## config.mk

```make
export PLATFORM = sky130hd
export DESIGN_NAME = game_ctrl
export DESIGN_NICKNAME = d
export VERILOG_FILES = /design/src/rtl/game_ctrl_pkg.sv /design/src/rtl/game_ctrl_frame_timer.sv /design/src/rtl/game_ctrl.sv
export SDC_FILE = /design/constraint.sdc
export NUM_CORES = 1
export LEC_CHECK = 0
export ABC_AREA = 1
export CELL_PAD_IN_SITES_DETAIL_PLACEMENT = 1
export CELL_PAD_IN_SITES_GLOBAL_PLACEMENT = 2
export CORE_UTILIZATION = 34
export CTS_BUF_LIST = sky130_fd_sc_hd__clkbuf_8
export DETAILED_ROUTE_END_ITERATION = 10
export PLACE_DENSITY_LB_ADDON = 0.1
export SLEW_MARGIN = 20
export SYNTH_ARGS = -nofsm -noshare
export SYNTH_HDL_FRONTEND = slang
export SYNTH_SLANG_ARGS = --single-unit
```

## constraint.sdc

```tcl
create_clock -name clk -period 2.4 [get_ports clk]
set_input_delay 0.24 -clock clk [delete_from_list [all_inputs] [get_ports clk]]
set_output_delay 0.24 -clock clk [all_outputs]
set_load 0.03 [all_outputs]
```

## src/rtl/game_ctrl_pkg.sv

```systemverilog
// Shared constants for the game controller: state encodings, default frame
// counts and the player start position.
package game_ctrl_pkg;

    typedef enum logic [2:0] {
        ST_IDLE      = 3'd0,
        ST_PLAY      = 3'd1,
        ST_HIT       = 3'd2,
        ST_NEXT_WAVE = 3'd3,
        ST_GAME_OVER = 3'd4
    } state_t;

    localparam int FRAME_CNT_W               = 8;
    localparam int BLINK_BIT                 = 3;
    localparam int DEFAULT_START_LIVES       = 3;
    localparam int DEFAULT_RESPAWN_FRAMES    = 120;
    localparam int DEFAULT_WAVE_PAUSE_FRAMES = 60;
    localparam int DEFAULT_MAX_LEVEL         = 15;

    localparam logic [9:0] PLAYER_START_X = 10'd312;
    localparam logic [9:0] PLAYER_START_Y = 10'd440;

    // Wave number advance, saturating at the top level.
    function automatic logic [3:0] next_level(input logic [3:0] lvl,
                                              input logic [3:0] max_lvl);
        return (lvl >= max_lvl) ? max_lvl : lvl + 4'd1;
    endfunction

endpackage

```

## src/rtl/game_ctrl_frame_timer.sv

```systemverilog
// Frame counter: counts frame pulses, clears synchronously, flags the frame
// pulse on which the count equals the terminal value.
module frame_timer
    import game_ctrl_pkg::*;
#(
    parameter int W       = FRAME_CNT_W,
    parameter int BIT_SEL = BLINK_BIT
) (
    input  logic         clk,
    input  logic         rst,
    input  logic         clr,
    input  logic         frame,
    input  logic [W-1:0] tc_value,
    output logic         tc,
    output logic         count_bit_next
);

    logic [W-1:0] count_q;
    logic [W-1:0] count_d;

    always_comb begin
        count_d = count_q;
        if (clr) begin
            count_d = '0;
        end else if (frame) begin
            count_d = count_q + 1'b1;
        end
    end

    always_ff @(posedge clk or posedge rst) begin
        if (rst) begin
            count_q <= '0;
        end else begin
            count_q <= count_d;
        end
    end

    assign tc             = frame && (count_q == tc_value);
    // Next-cycle value so a registered consumer lines up with the count.
    assign count_bit_next = count_d[BIT_SEL];

endmodule

```

## src/rtl/game_ctrl.sv

```systemverilog
// Top-level game sequencer: start/play/hit/next-wave/game-over flow with
// lives, level and registered control pulses for player and alien logic.
module game_ctrl
    import game_ctrl_pkg::*;
#(
    parameter int START_LIVES       = DEFAULT_START_LIVES,
    parameter int RESPAWN_FRAMES    = DEFAULT_RESPAWN_FRAMES,
    parameter int WAVE_PAUSE_FRAMES = DEFAULT_WAVE_PAUSE_FRAMES,
    parameter int MAX_LEVEL         = DEFAULT_MAX_LEVEL
) (
    input  logic       clk,
    input  logic       rst,
    input  logic       frame,
    input  logic       start,
    input  logic       player_hit,
    input  logic       aliens_cleared,
    input  logic       aliens_landed,
    output logic [2:0] state,
    output logic       player_arst,
    output logic       wave_rst,
    output logic       move_en,
    output logic [1:0] lives,
    output logic [3:0] level,
    output logic       blink
);

    state_t     state_q, state_d;
    logic [1:0] lives_q, lives_d;
    logic [3:0] level_q, level_d;
    logic       player_arst_q, player_arst_d;
    logic       wave_rst_q, wave_rst_d;
    logic       move_en_q, move_en_d;
    logic       blink_q, blink_d;
    logic       start_q, start_d;

    logic                   start_edge;
    logic                   timer_clr;
    logic                   timer_tc;
    logic                   timer_bit_next;
    logic [FRAME_CNT_W-1:0] tc_value;

    assign start_d    = start;
    assign start_edge = start && !start_q;

    frame_timer #(
        .W       (FRAME_CNT_W),
        .BIT_SEL (BLINK_BIT)
    ) u_frame_timer (
        .clk            (clk),
        .rst            (rst),
        .clr            (timer_clr),
        .frame          (frame),
        .tc_value       (tc_value),
        .tc             (timer_tc),
        .count_bit_next (timer_bit_next)
    );

    // Terminal value depends only on the current state, so tc never loops
    // back through the next-state logic.
    always_comb begin
        tc_value = '0;
        case (state_q)
            ST_HIT:       tc_value = FRAME_CNT_W'(RESPAWN_FRAMES - 1);
            ST_NEXT_WAVE: tc_value = FRAME_CNT_W'(WAVE_PAUSE_FRAMES - 1);
            default:      tc_value = '0;
        endcase
    end

    always_comb begin
        state_d       = state_q;
        lives_d       = lives_q;
        level_d       = level_q;
        player_arst_d = 1'b0;
        wave_rst_d    = 1'b0;

        case (state_q)
            ST_IDLE, ST_GAME_OVER: begin
                if (start_edge) begin
                    state_d       = ST_PLAY;
                    lives_d       = 2'(START_LIVES);
                    level_d       = 4'd0;
                    player_arst_d = 1'b1;
                    wave_rst_d    = 1'b1;
                end
            end

            ST_PLAY: begin
                if (aliens_landed) begin
                    state_d = ST_GAME_OVER;
                    lives_d = 2'd0;
                end else if (player_hit) begin
                    if (lives_q <= 2'd1) begin
                        state_d = ST_GAME_OVER;
                        lives_d = 2'd0;
                    end else begin
                        state_d = ST_HIT;
                        lives_d = lives_q - 2'd1;
                    end
                end else if (aliens_cleared) begin
                    state_d = ST_NEXT_WAVE;
                end
            end

            ST_HIT: begin
                if (timer_tc) begin
                    state_d       = ST_PLAY;
                    player_arst_d = 1'b1;
                end
            end

            ST_NEXT_WAVE: begin
                if (timer_tc) begin
                    state_d    = ST_PLAY;
                    wave_rst_d = 1'b1;
                    level_d    = next_level(level_q, 4'(MAX_LEVEL));
                end
            end

            default: begin
                state_d = ST_IDLE;
            end
        endcase
    end

    // Any state change restarts the frame count for the state being entered.
    assign timer_clr = (state_d != state_q);
    assign move_en_d = (state_d == ST_PLAY);
    assign blink_d   = (state_d == ST_HIT) ? timer_bit_next : 1'b1;

    always_ff @(posedge clk or posedge rst) begin
        if (rst) begin
            state_q       <= ST_IDLE;
            lives_q       <= 2'd0;
            level_q       <= 4'd0;
            player_arst_q <= 1'b1;
            wave_rst_q    <= 1'b0;
            move_en_q     <= 1'b0;
            blink_q       <= 1'b1;
            start_q       <= 1'b0;
        end else begin
            state_q       <= state_d;
            lives_q       <= lives_d;
            level_q       <= level_d;
            player_arst_q <= player_arst_d;
            wave_rst_q    <= wave_rst_d;
            move_en_q     <= move_en_d;
            blink_q       <= blink_d;
            start_q       <= start_d;
        end
    end

    assign state       = state_q;
    assign lives       = lives_q;
    assign level       = level_q;
    assign player_arst = player_arst_q;
    assign wave_rst    = wave_rst_q;
    assign move_en     = move_en_q;
    assign blink       = blink_q;

endmodule

```

==> results of run 1 <==
-- cell families (layout without fill, tap and decap cells) --
family | Yosys count | count (layout) | share of synthesized area
buf+inv | 22 | 46 | 0.0676
xor+xnor | 10 | 10 | 0.0717
simple gates | 82 | 82 | 0.322
compound gates | 14 | 14 | 0.0574
mux | 1 | 1 | 0.00820
fa+ha+maj | 2 | 2 | 0.0205
flops | 22 | 22 | 0.453
-- worst min path at each step --
stage / startpoint / endpoint / slack, ps
6_report: rst / u_frame_timer.count_q[4]$_DFFE_PP0P_ / 320
3_5_place_dp: lives[0]$_DFFE_PP0P_ / lives[0]$_DFFE_PP0P_ / 550
2_1_floorplan: rst / level[0]$_DFFE_PP0P_ / 230
3_3_place_gp: lives[0]$_DFFE_PP0P_ / lives[0]$_DFFE_PP0P_ / 520
4_1_cts: rst / u_frame_timer.count_q[4]$_DFFE_PP0P_ / 330
5_1_grt: rst / u_frame_timer.count_q[4]$_DFFE_PP0P_ / 350
-- cells in the final DEF (no fill, tap or decap), types with 2 or more instances in the layout --
master / instances
inv_1: 14
dfstp_2: 2
o21ai_0: 6
nand2_1: 34
xor2_1: 8
dfrtp_1: 20
nor3_1: 4
inv_2: 7
clkdlybuf4s50_1: 19
a21oi_1: 7
nor2_2: 9
nor2_1: 12
clkbuf_8: 4
nand3_1: 13
nand2_2: 2
ha_1: 2
xnor2_1: 2
nand3b_1: 2
-- worst max-delay path, cell delays in order --
cell	delay [ps]
clkdlybuf4s50_1	570
inv_2	70
nor2_1	130
nand3_1	140
nor2_1	250
nand2_1	120
nand2_1	110
o21ai_1	130
nand2_4	170
nor2_2	50
-- area by class of cell --
class / count / share of cell area
Clock buffer: 4 / 0.0359
Inverter: 22 / 0.0539
Multi-Input combinational cell: 109 / 0.382
Sequential cell: 22 / 0.361
Tap cell: 46 / 0.0376
Timing Repair Buffer: 20 / 0.129
-- stage by stage --
step                      instance area [um2]  total power, mW
after floorplan                          1220             1.05
after global placement                   1480             1.28
after global routing                     1530             1.68
after CTS                                1530             1.58
after detailed placement                 1480             1.30
final                                    1530             1.56
-- power by group --
| group | internal (mW) | leakage (nW) | total, mW | switching (mW) |
|---|---|---|---|---|
| logic | 0.264 | 0.396 | 0.747 | 0.483 |
| registers | 0.459 | 0.288 | 0.541 | 0.0817 |
| clock network | 0.146 | 0.0288 | 0.269 | 0.123 |
| total | 0.869 | 0.713 | 1.56 | 0.688 |
-- synthesized netlist by cell type, types with 4 or more instances --
| cell | number | area share |
|---|---|---|
| nor2_1 | 12 | 0.037 |
| inv_1 | 14 | 0.043 |
| nand3_1 | 13 | 0.053 |
| xor2_1 | 8 | 0.057 |
| inv_2 | 7 | 0.022 |
| dfrtp_1 | 20 | 0.41 |
| nor2_2 | 9 | 0.046 |
| nor3_1 | 4 | 0.016 |
| nand2_1 | 34 | 0.10 |
| a21oi_1 | 7 | 0.029 |
| o21ai_0 | 6 | 0.025 |
-- state kept, by name, indices dropped and copies added (netlist names) --
name and flops:
state 3, u_frame_timer.count_q 8, level 4, move_en 1
blink 1, wave_rst 1, start_q 1, lives 2
player_arst 1
-- layer usage --
| metal | vias to the layer above | wire, um | track usage |
|---|---|---|---|
| li1 | 531 | - | - |
| met1 | 507 | 1420 | 0.244 |
| met2 | 15 | 1320 | 0.287 |
| met3 | 4 | 94 | 0.0311 |
| met4 | 0 | 23 | 0.0381 |
| met5 | - | 0 | 0 |
==> out/qor.yml, run 1 <==
port_buffers: 19
coreArea_mm2: 0.00339
cp_data_required_time_ps: 2560
multi_input_area_um2: 586
crit_path_start_kind: "input pin"
outcome: "finished, final reports clean"
overflow: 0
grt_pass1_wl_mm: 4.85
max_cap_violations: 0
final-hold-violation-count: 0
syn_area_per_cell_um2: 7.98
fin_crit_sh: 0.760
hp-class: "input pin to asynchronous set/reset pin"
firstDrtPassIters: 4
post_cts.repair.setup_buffers: 0
clk_latency_ps: 260
initial_core_util: 0.360
r2r-start: "state[1]$_DFF_PP0_"
rows: 21
synthFlopType: "dfrtp_1"
dieHeight_um: 61.9
io_pins: 20
powerDensity_mw_per_mm2: 1020
cts_resized: 0
fin_cells: 223
rsz0062_at_grt: "no"
utilization: 0.452
rr_worst_depth: 9
endpoint: "u_frame_timer.count_q[0]$_DFFE_PP0P_"
antenna_found_initial: 0
grt_pass1_vias: 1029
report.final.slew_viol_count: 0
slew_headroom: 0.629
ir_drop_mv: 0.565
synth.yosys.seq_area_share: 0.453
fin_nets: 187
postRouteAntennaNets: 0
worstSetupEndpointType: "flip-flop"
wl_per_cell_um: 12.8
cts_root_buf: "clkbuf_8"
place_hpwl_mm: 2.20
grt_max_degree: 23
ctsHoldBuffers: 0
die_area_mm2: 0.00384
clk_pin_slew_ps: 90
viasPerCell: 4.74
fillers: 423
finalWorstSetupSlack_ps: 576
syn_area_mm2: 0.00122
crit_arrival_ps: 1980
synth_fp_nets: 162
syn_inst: 153
cts_buffers: 3
dp_cells: 219
cts_tree: "built"
synth-seq-cells: 22
drc: 0
drt_wl_total_mm: 2.86
regArea_um2: 553
hold_ws_ps: 316
gr-usage-all-layers: 0.176
drtIter0Drc: 52
crit_start: "frame"
r2r_slack_ps: 640
p_leak_nw: 0.713
syn_to_final_growth_pct: 25.4
fin_skew_ps: 7.58
worst_pin_slew_ps: 551
ys_types: 25
clock_sinks: 22
async_flop_share: 1.00
cts_htree_levels: 1
drive_above_1_share: 0.158
tns_ps: 0
dieWidth_um: 61.9
finalSetupViolations: 0
critPathKind: "input pin to flip-flop"
place.gp.congestion: 0.755
cp_max_fo: 7
vias: 1057
max_freq_ghz: 0.548
yosysWarnings: 0
place_ws_ps: 400
synth_edf_count: 0
cts_buffer_depth: 2
fin_crit_ps: 1820
r2r_end: "u_frame_timer.count_q[0]$_DFFE_PP0P_"
diodes: 0
(Power assumes the default switching activity.)
==> run 2, diff against run 1 <==
- CORE_UTILIZATION: 34 -> 32
- clock period: 2.4 -> 1.8 ns (I/O delays scaled with it)
==> run 2 against run 1 <==
  * Register-to-register slack got worse by 430 ps
  * Hold slack got worse by 57 ps
  * Final cell count increased by 4.5%
  * Sequential power increased by 34%
  * Global-route usage decreased by 1.7 points
==> out/qor.yml, run 2 (synthesis gave the netlist of run 1 again) <==
critPathKind: "flip-flop to primary output"
rsz0062_at_grt: "no"
syn_to_final_growth_pct: 31.6
vias: 1094  # +3.5%
max_cap_violations: 0  # unchanged
drtIter0Drc: 26  # -50%
max_freq_ghz: 0.613
multi_input_area_um2: 594  # +1.5%
slew_headroom: 0.714  # +0.0848
place_hpwl_mm: 2.24  # +1.5%
port_buffers: 19  # unchanged
postRouteAntennaNets: 0  # unchanged
initial_core_util: 0.334  # -0.0267
clock_sinks: 22  # unchanged
final-hold-violation-count: 0  # unchanged
r2r_end: "u_frame_timer.count_q[1]$_DFFE_PP0P_"
wl_per_cell_um: 12.3  # -4.4%
largest_reg_flops: 8  # unchanged
grt_pass1_wl_mm: 5.06  # +4.4%
gr-usage-all-layers: 0.159  # -0.0169
finalSetupViolations: 0  # unchanged
r2r-start: "state[2]$_DFF_PP0_"
cts_buffers: 3  # unchanged
overflow: 0  # unchanged
tns_ps: 0  # unchanged
grt_pass1_vias: 1124  # +9.2%
ir_drop_mv: 0.666  # +18%
fin_skew_ps: 1.19  # -6.39 ps
crit_chain: "clkdlybuf4s50_1"
viasPerCell: 4.70  # -0.94%
cts_buffer_depth: 2  # unchanged
outcome: "finished, final reports clean"
firstDrtPassIters: 4  # unchanged
rows: 22  # +4.8%
coreArea_mm2: 0.00366  # +8.0%
grt_max_degree: 23  # unchanged
cp.depth: 1  # -9
design_area_mm2: 0.00161  # +4.9%
crit_arrival_ps: 1450  # -530 ps
place.gp.congestion: 0.740  # -2.0%
crit_buf_inv: 1  # -1
cp_max_fo: 1  # -6
fin_nets: 195  # +4.3%
cts_tree: "built"
mostFrequentLayoutCells: "nand2_1 (34), clkdlybuf4s50_1 (19), dfrtp_1 (17)"
dieWidth_um: 63.8  # +3.0%
clk_pin_slew_ps: 80  # about the same
drt_wl_total_mm: 2.86  # -0.14%
regArea_um2: 557  # +0.68%
fin_crit_sh: 0.906
powerDensity_mw_per_mm2: 1340  # +32%
antenna_found_initial: 0  # unchanged
dieHeight_um: 63.8  # +3.0%
report.final.slew_viol_count: 0  # unchanged
worst_pin_slew_ps: 425  # -126 ps
diodes: 0  # unchanged
fillers: 458  # +8.3%
io_pins: 20  # unchanged
cp_data_required_time_ps: 1620  # -940 ps
p_leak_nw: 0.750  # +5.2%
fin_crit_ps: 1630
r2r_slack_ps: 210  # -430 ps
worstSetupEndpointType: "primary output"
cts_htree_levels: 1  # unchanged
rr_worst_depth: 11  # +2
final_common_cell: "nand2_1"
clk_latency_ps: 260  # about the same
drive_above_1_share: 0.227  # +0.0688
cts_root_buf: "clkbuf_8"
path_delay_family: "buffers and inverters"
placed_area_mm2: 0.00152  # +3.2%
ctsHoldBuffers: 0  # unchanged
die_area_mm2: 0.00407  # +6.0%
critPathSlowestCell: "clkdlybuf4s50_1"
hp-class: "input pin to asynchronous set/reset pin"
crit_path_max_incr_delay_ps: 660  # +90 ps
drc: 0  # unchanged
regMostFlops: "u_frame_timer.count_q"
crit_path_start_kind: "flip-flop"
## run 2: metal layers
| metal | part of all wire | global-route usage | vias up |
|---|---|---|---|
| met5 | 0 | 0 | - |
| met4 | 0.0095 | 0.0341 | 0 |
| li1 | - | - | 548 |
| met2 | 0.47 | 0.257 | 14 |
| met1 | 0.49 | 0.218 | 527 |
| met3 | 0.027 | 0.0321 | 5 |
## run 2: how the worst max path moves through the flow
stage                                                 endpoint             startpoint  slack, ps
after global routing      u_frame_timer.count_q[1]$_DFFE_PP0P_     state[2]$_DFF_PP0_         10
after CTS                 u_frame_timer.count_q[1]$_DFFE_PP0P_     state[0]$_DFF_PP0_         50
after global placement    u_frame_timer.count_q[7]$_DFFE_PP0P_                  frame         50
final                                              player_arst  player_arst$_DFF_PP1_        170
after detailed placement  u_frame_timer.count_q[7]$_DFFE_PP0P_                  frame         30
after floorplan           u_frame_timer.count_q[0]$_DFFE_PP0P_     state[2]$_DFF_PP0_        180
## run 2: worst register-to-register path, delay by kind of cell, from the launching register on
kind                   cells  cell delay, ps
buffers and inverters      1             100
flip-flops                 1             460
AND/OR/NAND/NOR           10             970
## run 2: layout make-up
| class | instances | area share |
|---|---|---|
| Sequential cell | 22 | 0.347 |
| Inverter | 22 | 0.0514 |
| Timing Repair Buffer | 28 | 0.160 |
| Multi-Input combinational cell | 109 | 0.370 |
| Clock buffer | 4 | 0.0343 |
| Tap cell | 48 | 0.0374 |
## run 2: through the flow
step                hold WS (ps)  setup slack [ps]  utilization  power [mW]  instances
floorplan                    168               181            -        1.41        153
global placement             518              46.2        0.416        1.73        227
detailed placement           533              27.2        0.416        1.76        227
CTS                          266              45.5        0.431        2.12        231
global route                 288              9.67        0.439        2.33        233
finish                       259               169        0.439        2.15        233
## run 2: power breakdown
part	switching [mW]	internal (mW)	total, mW
clock	0.162	0.195	0.357
combinational	0.671	0.397	1.07
sequential	0.107	0.618	0.725
## run 2: what timing repair did
| item | CTS | global route |
|---|---|---|
| gates resized for setup | 0 | 6 |
| buffers inserted | 0 | 2 |
| endpoints found under the setup margin | 0 | 9 |
==> run 3, diff against run 2 <==
- CORE_ASPECT_RATIO: default -> 1.25
==> run 3 against run 2 <==
  * Die area hardly changed
  * Register-to-register slack hardly changed
  * The flow now finishes with violations (DRC)
  * Sequential power hardly changed
  * Critical endpoint unchanged
  * Sequential cell count stayed put
  * Clock power hardly changed
  * Worst setup slack better by 11 ps
  * Combinational power is 5% lower
  * Hold slack worse by 10 ps
==> out/qor.yml, run 3 (synthesis gave the netlist of run 1 again) <==
port_buffers: 19  # unchanged
largest_reg_flops: 8  # unchanged
drtIter0Drc: 29  # +12%
drc: 2  # +2
crit_arrival_ps: 1440  # about the same
outcome: "complete, but fails checks"
max_freq_ghz: 0.617  # +0.66%
drive_above_1_share: 0.215  # -0.0116
crit_path_max_incr_delay_ps: 660  # about the same
final_common_cell: "nand2_1"
rows: 24  # +9.1%
io_pins: 20  # unchanged
tns_ps: 0  # unchanged
coreArea_mm2: 0.00357  # -2.4%
mostFrequentLayoutCells: "nand2_1 (33), clkdlybuf4s50_1 (19), dfrtp_1 (18)"
wl_per_cell_um: 13.0  # +5.9%
slew_headroom: 0.771  # +0.0570
path_delay_family: "buffers and inverters"
dieHeight_um: 71.1  # +11%
report.final.slew_viol_count: 0  # unchanged
critPathKind: "flip-flop to primary output"
cts_root_buf: "clkbuf_8"
utilization: 0.439  # +0.000602
worstSetupEndpointType: "primary output"
clk_latency_ps: 260  # about the same
postRouteAntennaNets: 0  # unchanged
diodes: 0  # unchanged
crit_path_start_kind: "flip-flop"
antenna_found_initial: 0  # unchanged
fillers: 444  # -3.1%
ir_drop_mv: 0.482  # -28%
vias: 1076  # -1.6%
critPathSlowestCell: "clkdlybuf4s50_1"
powerDensity_mw_per_mm2: 1340  # about the same
cts_buffers: 3  # unchanged
regArea_um2: 556  # -0.22%
die_area_mm2: 0.00407  # about the same
regMostFlops: "u_frame_timer.count_q"
cts_htree_levels: 1  # unchanged
cts_buffer_depth: 2  # unchanged
cts_tree: "built"
fin_crit_ps: 1620  # -10.7 ps
violations: "DRC"
drt_wl_total_mm: 2.86  # about the same
syn_to_final_growth_pct: 28.6
grt_pass1_wl_mm: 4.89  # -3.4%
fin_nets: 191  # -2.1%
p_leak_nw: 0.731  # -2.6%
clk_pin_slew_ps: 80  # about the same
placed_area_mm2: 0.00150  # -1.7%
multi_input_area_um2: 601  # +1.1%
overflow: 0  # unchanged
place_hpwl_mm: 2.22  # -0.60%
initial_core_util: 0.342  # +0.00818
gr-usage-all-layers: 0.156  # -0.00314
grt_max_degree: 23  # unchanged
fin_skew_ps: 1.51  # +0.316 ps
final-hold-violation-count: 0  # unchanged
place_ws_ps: 18.8  # -8.40 ps
cp_max_fo: 1  # unchanged
crit_buf_inv: 1  # unchanged
post_cts.repair.setup_buffers: 0  # unchanged
firstDrtPassIters: 7  # +3
fin_crit_sh: 0.900  # -0.00595
max_cap_violations: 0  # unchanged
place.gp.congestion: 0.772  # +4.3%
cp_data_required_time_ps: 1620  # about the same
finalSetupViolations: 0  # unchanged
crit_chain: "clkdlybuf4s50_1"
clock_sinks: 22  # unchanged
hp-class: "input pin to asynchronous set/reset pin"
dieWidth_um: 57.3  # -10%
worst_pin_slew_ps: 341  # -84.2 ps
design_area_mm2: 0.00157  # -2.3%
grt_pass1_vias: 1095  # -2.6%
rsz0062_at_grt: "no"
finalWorstSetupSlack_ps: 180  # +10.7 ps
viasPerCell: 4.89  # +4.2%
==> run 3: timing repair <==
| item | CTS | global route |
|---|---|---|
| hold endpoints to repair | 0 | 0 |
| hold buffers | 0 | 0 |
| endpoints found under the setup margin | 0 | 13 |
| gates resized for setup | 0 | 7 |
==> run 3: per-layer routing <==
metal / global-route usage / vias up / part of all wire
li1: - / 544 / -
met1: 0.190 / 512 / 0.46
met2: 0.271 / 15 / 0.51
met3: 0.0219 / 5 / 0.020
met4: 0.0650 / 0 / 0.017
met5: 0 / - / 0
==> run 3: where the power goes <==
part | total, mW | internal (mW) | switching, mW
Clock | 0.356 | 0.195 | 0.161
Sequential | 0.728 | 0.616 | 0.112
Combinational | 1.02 | 0.374 | 0.644
==> run 3: final cells by class <==
cell class                      instances  area share
Clock buffer                            4      0.0351
Inverter                               22      0.0526
Multi-Input combinational cell        109       0.382
Sequential cell                        22       0.354
Tap cell                               39      0.0311
Timing Repair Buffer                   24       0.145
==> run 3: stage by stage <==
stage | cells | hold WS [ps] | power [mW]
after global placement | 216 | 515 | 1.72
after floorplan | 153 | 168 | 1.41
after detailed placement | 216 | 548 | 1.74
after CTS | 220 | 258 | 2.11
after global routing | 220 | 277 | 2.27
final | 220 | 249 | 2.10
==> run 3: worst paths after layout <==
kind,startpoint,to,slack (ps),cells after the start
setup / recovery,player_arst$_DFF_PP1_,player_arst,180,1
hold / removal,rst,u_frame_timer.count_q[5]$_DFFE_PP0P_,250,3
setup reg to reg,state[2]$_DFF_PP0_,u_frame_timer.count_q[4]$_DFFE_PP0P_,200,11
hold reg to reg,lives[0]$_DFFE_PP0P_,lives[0]$_DFFE_PP0P_,550,2
max in group asynchronous,rst,blink$_DFF_PP1_,1270,3
min in group clk,start,start_q$_DFF_PP0_,390,1
